### src/rtl/buffer_escrita_pkg.sv
// rtl/buffer_escrita_pkg.sv - shared widths and entry record for the write buffer
package buffer_escrita_pkg;

   localparam int LARGURA_IDX  = 4;
   localparam int LARGURA_DADO = 16;

   typedef struct packed {
      logic [LARGURA_IDX-1:0]  idx;
      logic [LARGURA_DADO-1:0] dado;
   } entrada_t;

endpackage

### src/rtl/buffer_escrita_fifo_escrita.sv
// rtl/buffer_escrita_fifo_escrita.sv - storage, pointers and occupancy counter of the write buffer
// Ports: clk, rst (sync, active-high); push/entrada write one entry; pop retires the head;
//        cabeca = head entry; rd_ptr = head slot; contagem = valid entries; mem = raw storage.
module fifo_escrita
   import buffer_escrita_pkg::*;
#(
   parameter int PROFUNDIDADE = 4,
   localparam int PW = $clog2(PROFUNDIDADE),
   localparam int CW = PW + 1
) (
   input  logic          clk,
   input  logic          rst,
   input  logic          push,
   input  entrada_t      entrada,
   input  logic          pop,
   output entrada_t      cabeca,
   output logic [PW-1:0] rd_ptr,
   output logic [CW-1:0] contagem,
   output entrada_t      mem [PROFUNDIDADE]
);

   logic [PW-1:0] wr_ptr;

   // Power-of-two depth: pointers wrap by plain overflow.
   always_ff @(posedge clk) begin
      if (rst) begin
         wr_ptr   <= '0;
         rd_ptr   <= '0;
         contagem <= '0;
      end else begin
         if (push) wr_ptr <= wr_ptr + PW'(1);
         if (pop)  rd_ptr <= rd_ptr + PW'(1);
         unique case ({push, pop})
            2'b10:   contagem <= contagem + CW'(1);
            2'b01:   contagem <= contagem - CW'(1);
            default: contagem <= contagem;
         endcase
      end
   end

   // Storage is not cleared; validity is purely the rd_ptr/contagem window.
   always_ff @(posedge clk) begin
      if (!rst && push) mem[wr_ptr] <= entrada;
   end

   assign cabeca = mem[rd_ptr];

endmodule

### src/rtl/buffer_escrita.sv
// rtl/buffer_escrita.sv - register-bank write buffer with optional read bypass (BUFFER_ESCRITA_BYPASS_EN)
// Ports: clk, rst (sync, active-high); req_valid/req_reg/req_dado/req_ready = request in;
//        banco_ocupado stalls drain; regC/dado/RW = bank write port; regA/regB = snooped reads;
//        hitA/hitB/bypassA/bypassB = pending-write bypass; vazio/cheio/contagem = occupancy.
module buffer_escrita
   import buffer_escrita_pkg::*;
#(
   parameter int PROFUNDIDADE = 4,
   localparam int PW = $clog2(PROFUNDIDADE),
   localparam int CW = PW + 1
) (
   input  logic                    clk,
   input  logic                    rst,
   input  logic                    req_valid,
   input  logic [LARGURA_IDX-1:0]  req_reg,
   input  logic [LARGURA_DADO-1:0] req_dado,
   output logic                    req_ready,
   input  logic                    banco_ocupado,
   output logic [LARGURA_IDX-1:0]  regC,
   output logic [LARGURA_DADO-1:0] dado,
   output logic                    RW,
   input  logic [LARGURA_IDX-1:0]  regA,
   input  logic [LARGURA_IDX-1:0]  regB,
   output logic                    hitA,
   output logic                    hitB,
   output logic [LARGURA_DADO-1:0] bypassA,
   output logic [LARGURA_DADO-1:0] bypassB,
   output logic                    vazio,
   output logic                    cheio,
   output logic [CW-1:0]           contagem
);

   entrada_t      cabeca;
   entrada_t      mem [PROFUNDIDADE];
   logic [PW-1:0] rd_ptr;
   logic          push;
   logic          pop;

   assign vazio     = (contagem == '0);
   assign cheio     = (contagem == CW'(PROFUNDIDADE));
   assign req_ready = !cheio;
   // Push is judged on pre-edge fullness, so a same-cycle pop never frees a slot.
   assign push      = req_valid && req_ready;
   assign RW        = !vazio && !banco_ocupado;
   assign pop       = RW;
   assign regC      = vazio ? '0 : cabeca.idx;
   assign dado      = vazio ? '0 : cabeca.dado;

   fifo_escrita #(.PROFUNDIDADE(PROFUNDIDADE)) u_fifo (
      .clk      (clk),
      .rst      (rst),
      .push     (push),
      .entrada  ('{idx: req_reg, dado: req_dado}),
      .pop      (pop),
      .cabeca   (cabeca),
      .rd_ptr   (rd_ptr),
      .contagem (contagem),
      .mem      (mem)
   );

`ifdef BUFFER_ESCRITA_BYPASS_EN
   logic [PW-1:0] pos;

   // Walk oldest to youngest so the last match (youngest) wins.
   always_comb begin
      hitA    = 1'b0;
      hitB    = 1'b0;
      bypassA = '0;
      bypassB = '0;
      pos     = '0;
      for (int k = 0; k < PROFUNDIDADE; k++) begin
         pos = rd_ptr + PW'(k);
         if (CW'(k) < contagem) begin
            if (mem[pos].idx == regA) begin
               hitA    = 1'b1;
               bypassA = mem[pos].dado;
            end
            if (mem[pos].idx == regB) begin
               hitB    = 1'b1;
               bypassB = mem[pos].dado;
            end
         end
      end
   end
`else
   logic unused_bypass;

   assign hitA    = 1'b0;
   assign hitB    = 1'b0;
   assign bypassA = '0;
   assign bypassB = '0;

   always_comb begin
      unused_bypass = ^{regA, regB, rd_ptr};
      for (int k = 0; k < PROFUNDIDADE; k++) unused_bypass = unused_bypass ^ (^mem[k]);
   end
`endif

endmodule

### config.mk
export PLATFORM = sky130hd
export DESIGN_NAME = buffer_escrita
export DESIGN_NICKNAME = d
export VERILOG_FILES = /design/src/rtl/buffer_escrita_pkg.sv /design/src/rtl/buffer_escrita_fifo_escrita.sv /design/src/rtl/buffer_escrita.sv
export SDC_FILE = /design/constraint.sdc
export NUM_CORES = 1
export LEC_CHECK = 0
export CORE_MARGIN = 2
export CORE_UTILIZATION = 49
export DETAILED_ROUTE_END_ITERATION = 16
export PLACE_DENSITY = 0.88
export SYNTH_ARGS = -nofsm -noshare
export SYNTH_HDL_FRONTEND = slang
export SYNTH_SLANG_ARGS = --single-unit
export TNS_END_PERCENT = 10
### constraint.sdc
create_clock -name clk -period 4 [get_ports clk]
set_input_delay 1.2 -clock clk [delete_from_list [all_inputs] [get_ports clk]]
set_output_delay 1.2 -clock clk [all_outputs]
set_load 0.01 [all_outputs]
==> impl_metrics.tcl <==
set metrics [dict create \
    status "finished, final reports clean" \
    critPathLaunchType "input port" \
    clock_skew_ns 0.0126 \
    routed_via_density 4.83 \
    crit_path_top_delay_cell "sky130_fd_sc_hd__clkdlybuf4s50_1" \
    max_freq_mhz 279 \
    wire_per_inst_um 16.0 \
    grt_start_max_net_pins 24 \
    grt_antenna_before_repair 0 \
    syn_inst 213 \
    area.growth.synth_to_final_pct 19.6 \
    ant_nets 0 \
    antenna_cells_inserted 0 \
    number_of_register_bits_inferred_by_synthesis 87 \
    path_class "in -> out" \
    design.die.area_mm2 0.00832 \
    worst_slew_pin_slew_ns 0.730 \
    cp.required_ns 2.80 \
    cts_resized 0 \
    h-tree-depth 3 \
    drv.max_cap_violation_count 0 \
    clock-sinks 87 \
    grt_remaining_overflow 0 \
    highest_layer "met4" \
    seq_area_frac_synth 0.682 \
    timing.final.max_slew_violations 0 \
    syn-cell-area_mm2 0.00373 \
    cts_hold_repair.buffers 0 \
    io_buffers 50 \
    worst_path_most_repeated_cell "sky130_fd_sc_hd__clkdlybuf4s50_1" \
    ctsRootBufferMaster "sky130_fd_sc_hd__clkbuf_8" \
    routed-wl-met2_um 3140 \
    max_stage_delay_ns 0.56 \
    power.ir.vdd_worst_v 0.000371 \
    rsz0062_at_grt "no" \
    ios 93 \
    vias 1813 \
    synthTopCellsByArea "sky130_fd_sc_hd__edfxtp_1, sky130_fd_sc_hd__mux4_2, sky130_fd_sc_hd__buf_4, sky130_fd_sc_hd__dfxtp_1, sky130_fd_sc_hd__nor2b_1" \
    yosys.area.top_type_share 0.644 \
    finalHoldViolCount 0 \
    num-nets-final 309 \
    post-route-period-util 0.898 \
    synth_edf_count 80 \
    synthDominantAreaCellType "sky130_fd_sc_hd__edfxtp_1" \
    floorplan.initialDensity 0.511 \
    coreArea_mm2 0.00729 \
    place_congestion 0.678 \
    initialDrtViolationCount 93 \
    wp_data_arrival_ns 2.39 \
    cell_chain_critical_path "clkdlybuf4s50_1 -> nor2_1 -> clkdlybuf4s50_1" \
    cts.path.max_buffers 2 \
    final_critical_delay_including_setup_and_external_delays_ns 3.59 \
    clock_tree_from_tritoncts "done" \
    timing.critical_path.fanout_max 4 \
    global_route.usage.total 0.151 \
    totalWireLength_um 6000 \
    ys_async_sr_fraction 0 \
    clock_insertion_delay_worst_skew_ns 0.35 \
    p_per_area_mw_per_mm2 565 \
    post-cts-setup-buffer-count 0 \
    synth-main-ff-cell "sky130_fd_sc_hd__edfxtp_1" \
    hold_path.class "reg -> reg" \
    placement_rows 31 \
    final.setup.worst_slack_ns 0.410 \
    post_synth.cell_area_avg_um2 17.5 \
    detail_route.first_pass.iterations 4 \
    numCtsBuffers 9 \
    cell_leakage_power_nw 1.50 \
    setup_viol_count_final 0 \
    wl_met1_um 2420 \
    grt_pass1_vias 1872 \
    die_w_um 91.2 \
    drive_gt1_frac 0.174 \
    dp_worst_setup_slack_ns 0.402 \
    ys_types 24 \
    yosysWarnings 0 \
    critPathCaptureType "output port" \
    setup_tns_ns 0 \
    grt_pass1_wl_um 9150 \
    dieHeight_um 91.2 \
    worst_slew_margin_rel 0.512 \
    post-route-drc-count 0 \
    clk_pin_slew_worst_paths_ns 0.09 \
    met3_wire_length_um 327 \
]
==> per-layer routing <==
metal  track usage  vias up
met5             0        -
met4        0.0758        0
met3        0.0349        8
met2         0.267       73
met1         0.171      891
li1              -      841
==> critical path, delay by kind of cell <==
kind                   cells  cell delay, ns
buffers and inverters      2            1.02
and+or+nand+nor            1            0.17
==> cell usage after synthesis, drive strengths merged (3+ instances only) <==
master,instances
a21oi,5
nor3b,5
nor2,5
buf,40
mux4,20
edfxtp,80
ha,5
inv,6
dfxtp,7
nor2b,21
clkbuf,3
==> state kept, by name (all words and copies together), names as in the netlist <==
name             flops
u_fifo.rd_ptr        2
u_fifo.wr_ptr        2
u_fifo.contagem      3
u_fifo.mem          80
==> cell families (layout without fill, tap and decap cells) <==
logic type | count (synthesis) | in the layout | synth area share
AO/OA/AOI/OAI | 9 | 9 | 0.0134
XOR/XNOR | 2 | 2 | 0.00470
adder cells (fa/ha/maj) | 6 | 6 | 0.0221
buffers and inverters | 49 | 79 | 0.0906
flip-flops | 87 | 87 | 0.682
multiplexers | 21 | 21 | 0.124
other | 1 | 34 | 0.00101
AND/OR/NAND/NOR | 38 | 38 | 0.0624
==> layout by cell type (no fill, tap or decap) <==
cell / n
sky130_fd_sc_hd__nor3b_2: 4
sky130_fd_sc_hd__clkinvlp_4: 2
sky130_fd_sc_hd__or3_1: 2
sky130_fd_sc_hd__conb_1: 34
sky130_fd_sc_hd__nor3b_1: 1
sky130_fd_sc_hd__or3b_1: 1
sky130_fd_sc_hd__bufinv_16: 2
sky130_fd_sc_hd__clkdlybuf4s50_1: 50
sky130_fd_sc_hd__mux4_2: 20
sky130_fd_sc_hd__nand2_1: 1
sky130_fd_sc_hd__a21o_1: 2
sky130_fd_sc_hd__inv_1: 6
sky130_fd_sc_hd__clkbuf_8: 9
sky130_fd_sc_hd__o21ai_0: 2
sky130_fd_sc_hd__edfxtp_1: 80
sky130_fd_sc_hd__mux2_2: 1
sky130_fd_sc_hd__nor3_4: 1
sky130_fd_sc_hd__clkinv_4: 1
sky130_fd_sc_hd__buf_4: 7
sky130_fd_sc_hd__fa_1: 1
sky130_fd_sc_hd__a21oi_1: 5
sky130_fd_sc_hd__dfxtp_1: 7
sky130_fd_sc_hd__nor2_1: 5
sky130_fd_sc_hd__inv_6: 1
sky130_fd_sc_hd__xor2_1: 2
sky130_fd_sc_hd__clkbuf_1: 1
sky130_fd_sc_hd__nor2b_1: 21
sky130_fd_sc_hd__ha_1: 5
sky130_fd_sc_hd__nand3_1: 2
==> per-stage QoR <==
stage / total power, mW / instance area, um2 / hold slack (ns) / utilization / std cells
finish: 2.52 / 4460 / 0.580 / 0.612 / 375
global placement: 1.88 / 4240 / 0.537 / 0.582 / 359
floorplan: 1.57 / 3850 / 0.533 / - / 246
detailed placement: 1.90 / 4240 / 0.582 / 0.582 / 359
global route: 2.64 / 4460 / 0.632 / 0.612 / 375
CTS: 2.55 / 4460 / 0.593 / 0.612 / 375
==> power breakdown <==
group,total (mW),internal [mW],leakage (nW),switching (mW)
Combinational,0.785,0.426,0.609,0.359
Sequential,1.08,1.05,0.784,0.0268
Clock,0.660,0.355,0.103,0.305
Total,2.52,1.83,1.50,0.691
==> path summary, 6_finish.rpt <==
check	startpoint	end	slack, ns	cells past startpoint
setup / recovery	banco_ocupado	RW	0.41	3
hold reg to reg	u_fifo.contagem[2]$_SDFFE_PP0P_	u_fifo.contagem[2]$_SDFFE_PP0P_	0.58	2
setup reg to reg	u_fifo.contagem[2]$_SDFFE_PP0P_	u_fifo.contagem[2]$_SDFFE_PP0P_	1.45	8
hold / removal	u_fifo.contagem[2]$_SDFFE_PP0P_	u_fifo.contagem[2]$_SDFFE_PP0P_	0.58	2
==> final cells by class <==
cell class / count / area, um2
Clock inverter: 6 / 92.6
Timing Repair Buffer: 57 / 553
Inverter: 6 / 22.5
Tap cell: 99 / 124
Fill cell: 537 / 2830
Sequential cell: 87 / 2540
Multi-Input combinational cell: 110 / 998
Clock buffer: 10 / 128
Power figures use the tool's default switching activity.
